**config.mk**
```make
export PLATFORM = sky130hd
export DESIGN_NAME = mcs_fpro_bridge_mc
export DESIGN_NICKNAME = d
export VERILOG_FILES = /design/src/rtl/mcs_brg_pkg.sv /design/src/rtl/mcs_fpro_bridge_mc_timer.sv /design/src/rtl/mcs_fpro_bridge_mc.sv
export SDC_FILE = /design/constraint.sdc
export NUM_CORES = 1
export LEC_CHECK = 0
export ABC_AREA = 1
export CAP_MARGIN = 10
export CELL_PAD_IN_SITES_DETAIL_PLACEMENT = 0
export CELL_PAD_IN_SITES_GLOBAL_PLACEMENT = 2
export CORE_ASPECT_RATIO = 1.2
export CORE_UTILIZATION = 18
export CTS_CLUSTER_DIAMETER = 80
export DETAILED_ROUTE_END_ITERATION = 7
export PLACE_DENSITY = 0.83
export SETUP_SLACK_MARGIN = 0.15
export SYNTH_ARGS = -nofsm -noshare
export SYNTH_HDL_FRONTEND = slang
export SYNTH_HIERARCHICAL = 1
export SYNTH_SLANG_ARGS = --single-unit
```
**constraint.sdc**
```tcl
create_clock -name clk -period 1.7 [get_ports clk]
set_input_delay 0.51 -clock clk [delete_from_list [all_inputs] [get_ports clk]]
set_output_delay 0.51 -clock clk [all_outputs]
set_load 0.1 [all_outputs]
```
**src/rtl/mcs_brg_pkg.sv**
```systemverilog
// mcs_brg_pkg
//   Shared types and helpers for the MCS-to-FPro multi-region bridge.
//   - brg_state_t    : bridge FSM state encoding
//   - BRG_ERR_DATA   : read data returned when an access times out
//   - brg_region_idx : chip-select region index taken from the top CSW bits
//                      of the 16 MB bridge window (io_address[23:24-CSW])
package mcs_brg_pkg;

  typedef enum logic [1:0] {
    IDLE   = 2'd0,
    ACCESS = 2'd1,
    WAIT   = 2'd2,
    DONE   = 2'd3
  } brg_state_t;

  localparam logic [31:0] BRG_ERR_DATA = 32'hDEAD_BEEF;

  // Region bits always start at address bit 23; with at most eight regions
  // the index fits in three bits, so shift the top three bits down to keep
  // only the csw most significant ones.
  function automatic logic [2:0] brg_region_idx(input logic [31:0] addr,
                                                input int          csw);
    logic [2:0] top3;
    top3 = addr[23:21];
    return top3 >> (3 - csw);
  endfunction

endpackage

```
**src/rtl/mcs_fpro_bridge_mc_timer.sv**
```systemverilog
// brg_wait_timer
//   Saturating wait-cycle counter for the bridge WAIT state.
//   Ports:
//     clk, reset  : clock, synchronous active-high reset
//     clr         : force the count to zero (has priority over en)
//     en          : advance the count by one; holds at TIMEOUT
//     ge_rdwait   : count >= RD_WAIT (minimum read wait satisfied)
//     timeout     : count == TIMEOUT (access must be aborted)
module brg_wait_timer #(
  parameter int RD_WAIT = 0,
  parameter int TIMEOUT = 255
) (
  input  logic clk,
  input  logic reset,
  input  logic clr,
  input  logic en,
  output logic ge_rdwait,
  output logic timeout
);

  localparam int CW = $clog2(TIMEOUT + 1);

  logic [CW-1:0] cnt;

  always_ff @(posedge clk) begin
    if (reset || clr) begin
      cnt <= '0;
    end else if (en && !timeout) begin
      cnt <= cnt + CW'(1);
    end
  end

  assign timeout = (cnt == CW'(TIMEOUT));

  // With no minimum read wait the comparison is trivially true; tie it off
  // rather than building a constant unsigned compare.
  generate
    if (RD_WAIT == 0) begin : g_no_rdwait
      assign ge_rdwait = 1'b1;
    end else begin : g_rdwait
      assign ge_rdwait = (cnt >= CW'(RD_WAIT));
    end
  endgenerate

endmodule

```
**src/rtl/mcs_fpro_bridge_mc.sv**
```systemverilog
// mcs_fpro_bridge_mc
//   Bridge from the MicroBlaze MCS I/O bus to N_CS FPro chip-select regions.
//   Each accepted strobe runs IDLE -> ACCESS -> WAIT -> DONE (hits) or
//   IDLE -> DONE (misses). Slow slaves stretch WAIT through fp_rdy; every
//   access is bounded by TIMEOUT and a timeout returns BRG_ERR_DATA and sets
//   the sticky err flag. All outputs are registered.
//   Ports:
//     clk, reset                 : clock, synchronous active-high reset
//     io_addr/read/write_strobe  : MCS strobes
//     io_address, io_byte_enable : MCS byte address and lanes
//     io_write_data              : MCS write data
//     io_read_data, io_ready     : registered read data, one-cycle completion
//     fp_cs                      : one-hot region select, held ACCESS..WAIT
//     fp_wr, fp_rd               : one-cycle access pulses in ACCESS
//     fp_be, fp_addr, fp_wr_data : held lanes, word address, write data
//     fp_rd_data                 : per-region read data, 32 bits per region
//     fp_rdy                     : per-region ready
//     err, err_clr               : sticky timeout flag and its clear
module mcs_fpro_bridge_mc
  import mcs_brg_pkg::*;
#(
  parameter logic [31:0] BRG_BASE = 32'hc000_0000,
  parameter int          N_CS     = 2,
  parameter int          RD_WAIT  = 0,
  parameter int          TIMEOUT  = 255,
  localparam int         CSW      = $clog2(N_CS),
  localparam int         AW       = 22 - CSW
) (
  input  logic              clk,
  input  logic              reset,
  input  logic              io_addr_strobe,
  input  logic              io_read_strobe,
  input  logic              io_write_strobe,
  input  logic [31:0]       io_address,
  input  logic [3:0]        io_byte_enable,
  input  logic [31:0]       io_write_data,
  output logic [31:0]       io_read_data,
  output logic              io_ready,
  output logic [N_CS-1:0]   fp_cs,
  output logic              fp_wr,
  output logic              fp_rd,
  output logic [3:0]        fp_be,
  output logic [AW-1:0]     fp_addr,
  output logic [31:0]       fp_wr_data,
  input  logic [32*N_CS-1:0] fp_rd_data,
  input  logic [N_CS-1:0]   fp_rdy,
  output logic              err,
  input  logic              err_clr
);

  brg_state_t       state;
  logic [CSW-1:0]   region;
  logic             is_wr;

  logic             hit;
  logic [CSW-1:0]   hit_idx;
  logic [31:0]      rd_slice;
  logic             rdy_sel;
  logic             rdw_ok;
  logic             tmo;

  // Direction comes from io_write_strobe alone; the read strobe and the
  // byte-offset bits carry no extra information for this bus.
  logic unused_in;
  assign unused_in = &{1'b0, io_read_strobe, io_address[1:0]};

  assign hit      = (io_address[31:24] == BRG_BASE[31:24]);
  assign hit_idx  = CSW'(brg_region_idx(io_address, CSW));
  assign rd_slice = fp_rd_data[{region, 5'd0} +: 32];
  assign rdy_sel  = fp_rdy[region];

  brg_wait_timer #(
    .RD_WAIT (RD_WAIT),
    .TIMEOUT (TIMEOUT)
  ) u_timer (
    .clk       (clk),
    .reset     (reset),
    .clr       (state == ACCESS),
    .en        (state == WAIT),
    .ge_rdwait (rdw_ok),
    .timeout   (tmo)
  );

  always_ff @(posedge clk) begin
    if (reset) begin
      state        <= IDLE;
      region       <= '0;
      is_wr        <= 1'b0;
      io_read_data <= '0;
      io_ready     <= 1'b0;
      fp_cs        <= '0;
      fp_wr        <= 1'b0;
      fp_rd        <= 1'b0;
      fp_be        <= '0;
      fp_addr      <= '0;
      fp_wr_data   <= '0;
      err          <= 1'b0;
    end else begin
      fp_wr    <= 1'b0;
      fp_rd    <= 1'b0;
      io_ready <= 1'b0;

      // A timeout assignment further down overrides this clear in the same
      // cycle, so a set always wins over err_clr.
      if (err_clr) begin
        err <= 1'b0;
      end

      case (state)
        IDLE: begin
          if (io_addr_strobe) begin
            if (hit) begin
              region     <= hit_idx;
              is_wr      <= io_write_strobe;
              fp_addr    <= io_address[23-CSW:2];
              fp_be      <= io_byte_enable;
              fp_wr_data <= io_write_data;
              fp_cs      <= N_CS'(1) << hit_idx;
              fp_wr      <= io_write_strobe;
              fp_rd      <= !io_write_strobe;
              state      <= ACCESS;
            end else begin
              io_read_data <= '0;
              io_ready     <= 1'b1;
              state        <= DONE;
            end
          end
        end

        ACCESS: begin
          state <= WAIT;
        end

        WAIT: begin
          if (rdy_sel && (is_wr || rdw_ok)) begin
            io_read_data <= is_wr ? 32'd0 : rd_slice;
            io_ready     <= 1'b1;
            fp_cs        <= '0;
            state        <= DONE;
          end else if (tmo) begin
            io_read_data <= BRG_ERR_DATA;
            io_ready     <= 1'b1;
            err          <= 1'b1;
            fp_cs        <= '0;
            state        <= DONE;
          end
        end

        DONE: begin
          state <= IDLE;
        end

        default: begin
          state <= IDLE;
        end
      endcase
    end
  end

endmodule

```
==> impl.org <==
** Yosys
- Top cells by area, synth :: dfxtp_1 45%, nand2_1 19%, nor2_1 9.1%
- Top cells by instance count after synthesis :: 239 x nand2_1, 116 x nor2_1, 107 x dfxtp_1, 68 x nand3_1, 54 x inv_1
- Averaged over all synthesized cells, the footprint is 6.66 µm².
- Post-Synthesis Cells :: 722
- Most common cell in the synthesized netlist :: nand2_1
- Sequential elements use 44.5% of the synthesized area.
- Among all flip-flop cells after synthesis, the most frequent one is dfxtp_1.
- The share of synthesized area in the top cell type comes to 44.5%.
- Synth Register Bits :: 107
- Count of flip-flops with a built-in enable after synthesis :: 0
- Number of warnings reported in the yosys synthesis log :: 6
- Cell taking the most area after synthesis :: dfxtp_1
- Share of flip-flops with an asynchronous set or reset :: 0%
- Synthesis produced a netlist with a net count of 866.
- The synthesized netlist occupies a cell area of 0.00481 mm².
- The synthesized netlist contains 28 unique library cells.

** Floorplanning
- Number of ports placed on the die boundary :: 235
- The die is 181 µm tall.
- Die X :: 151 µm
- The core region is 0.0263 mm².
- The floorplan has 65 rows.
- Die Outline Area :: 0.0274 mm²
- Starting density of the core :: 18.3%

** Route
- For this block, the via count after detailed routing is 5342.
- The first routing iteration left 126 violations.
- After detailed routing, the average wire length per cell comes to 13.3 µm.
- The count of nets left with antenna violations once routing finished came out at 0.
- DRC Markers :: 0
- DRT Pass-1 Iters :: 4
- Routed via count divided by cell count :: 4.00
- WL final :: 17.7 mm

** Final layout
- For this run, the post-layout net count is 1138.
- The post-route netlist has 26.3% of its cells at a drive strength greater than 1.
- Growth of design area from synthesis to finish :: 99.7%
- Layout filler cell count :: 2732
- The repair_antennas step left the layout with diodes totalling 0.
- After routing the design area is 0.00961 mm².

** Pwr
- Static Leakage :: 4.25 nW
- IR analysis of the VDD net gives a maximum drop of 0.546 mV.
- Power spread over the standard cell area amounts to 1510 mW/mm².

** Worst setup path
- The critical path in this run is classified as input pin to register.
- STA classifies the critical path startpoint as an input pin.
- On the critical path, the stage with the largest delay is an instance of clkdlybuf4s50_1.
- In this run the worst path has a maximum fanout of 8.
- Max incr delay on CP :: 0.46 ns
- Gate family responsible for the most delay along the worst path :: buffers and inverters
- Crit path capture type :: register
- The critical path goes through clkdlybuf4s50_1 -> nand2_1 -> nand2_2 -> nand2_4 -> nand2_2 -> nand3_4 -> buf_12 -> buf_12 -> nand2_2 -> nand2_1 -> nor2_1.
- Worst path buffer plus inverter count :: 3
- Required arrival time at the worst endpoint :: 1.99 ns
- By instance count, the cell type seen most on the critical path is nand2_2.
- CP Data Arrival Time :: 1.93 ns

** Timing
- Final hold violations :: 0
- Unrepaired setup endpoints after global routing :: true
- The total count of max-transition violations in the final report was 0.
- Setup violations remaining at the end of the flow were counted as 0.
- The smallest clock period supported by the final layout is computed as 1.65 ns.
- Hold timing on the final database bottoms out at a slack of 0.484 ns.
- For this run, the top clock speed supported by timing is 0.607 GHz.
- The clock arrives with 0.0180 ns of skew.
- Part of the cycle the worst path needs :: 96.9%

** Global routing
- Number of antenna violations at the first check in global routing :: 1
- Wire length of the first global-routing pass :: 27.7 mm
- GRT Residual Overflow :: 0
- Overall Global Routing Usage :: 13.1%
- The number of global-route vias before repair came to 5416.
- Entering global routing, the biggest net connects 58 pins.

** CTS
- CTS Root Buffer Type :: clkbuf_16
- # H-tree levels :: 3
- Clock Pin Slew Worst Setup and Hold Paths :: 0.08 ns
- CTS Buf Count :: 9
- TritonCTS clock tree :: built
- No sink is reached through more buffers than the 2 on the longest clock path.
- Skew-Pair Late Insertion Delay :: 0.36 ns
- The tree built by TritonCTS fans out to 107 sinks.

** Worst hold path
- Path category of the worst min-delay check :: register to register

** Placed design
- The congestion estimate from routability-driven global placement came to 0.716.
- Area after detailed placement :: 0.00872 mm²
- After legalization and detailed placement, the total HPWL measured 12.6 mm.
- Port-buffer cells :: 231

** Job
- The tool flagged a number of max-cap violations equal to 0.

** Status
- The flow ran to the end, and the final reports show no timing, DRC or antenna violations.
==> cells in the final DEF, fill, tap and decap left out, types with 4 or more instances in the layout <==
master,instances
inv_2,4
clkbuf_2,6
nor2_4,4
nor2_1,96
o21ai_0,47
clkdlybuf4s50_1,127
o21ai_1,6
buf_12,108
nand2_1,212
buf_6,12
nand2_2,29
inv_1,50
clkbuf_16,9
buf_16,5
nor2_2,18
nand3_1,66
a21oi_1,17
buf_4,40
dfxtp_1,103
==> per-layer routing <==
metal,track usage [%],up-vias,share of wire (%)
met5,0,-,0.096
met4,3.96,2,1.3
met3,4.62,15,9.9
met2,22.4,178,47
met1,15.0,2350,42
li1,-,2797,-
==> per-stage QoR <==
| stage | util [%] | setup slack (ns) | total power (W) | instances | setup TNS, ns |
|---|---|---|---|---|---|
| final | 36.6 | 0.0531 | 0.0145 | 1334 | 0 |
| after CTS | 36.1 | 0.0283 | 0.0146 | 1330 | 0 |
| after global placement | 33.2 | -0.491 | 0.0111 | 1291 | -42.90 |
| after floorplan | - | 0.154 | 0.00826 | 722 | 0 |
| after detailed placement | 33.2 | -0.496 | 0.0112 | 1291 | -43.44 |
| after global routing | 36.6 | -0.0823 | 0.0154 | 1334 | -0.986 |
==> path summary, 6_finish.rpt <==
kind | from | end | slack (ns) | cells after the start
hold reg to reg | is_wr | is_wr | 0.48 | 2
setup reg to reg | state[0] | io_read_data[19] | 0.07 | 13
setup / recovery | fp_rdy[0] | io_read_data[19] | 0.05 | 11
hold / removal | is_wr | is_wr | 0.48 | 2
==> cell families (layout without fill, tap and decap cells) <==
kind of cell               count (synthesis)  in the layout  synth area share [%]
AOI/OAI and AO/OA                         70             70                  7.28
adders and majority gates                  4              4                  1.04
buffers and inverters                     99            376                  9.49
DFF                                      107            107                  44.5
other                                      1              1                0.0779
and+or+nand+nor                          441            441                  37.6
==> registers in the layout, summed over array words and instances, names as in the netlist <==
register / flops
region: 1
state: 2
fp_addr: 21
fp_wr_data: 32
io_read_data: 32
is_wr: 1
fp_wr: 1
fp_rd: 1
err: 1
io_ready: 1
u_timer/cnt: 8
fp_be: 4
fp_cs: 2
==> where the power goes <==
group	leakage, nW	internal (W)	switching [W]
combinational	3.22	0.00358	0.00521
sequential	0.871	0.00296	0.000443
clock	0.152	0.00118	0.00109
==> timing repair <==
item / 4_1_cts / 5_1_grt
resized for setup: 59 / 48
gates cloned: 5 / 0
endpoints found under the setup margin: 102 / 92
hold buffers: 0 / 0
pin swaps: 12 / 20
setup buffers: 18 / 4
==> final cells by class <==
type | count | area, µm² | share of cell area (%)
Clock buffer | 10 | 229 | 2.38
Sequential cell | 107 | 2150 | 22.4
Timing Repair Buffer | 303 | 4090 | 42.6
Clock inverter | 6 | 83.8 | 0.873
Tap cell | 335 | 419 | 4.36
Inverter | 57 | 220 | 2.29
Multi-Input combinational cell | 516 | 2410 | 25.1
==> worst min-delay path: stages, from the launching register on <==
cell and delay, ns:
dfxtp_1 0.31, inv_1 0.06, o21ai_0 0.07
(Power assumes the default switching activity.)
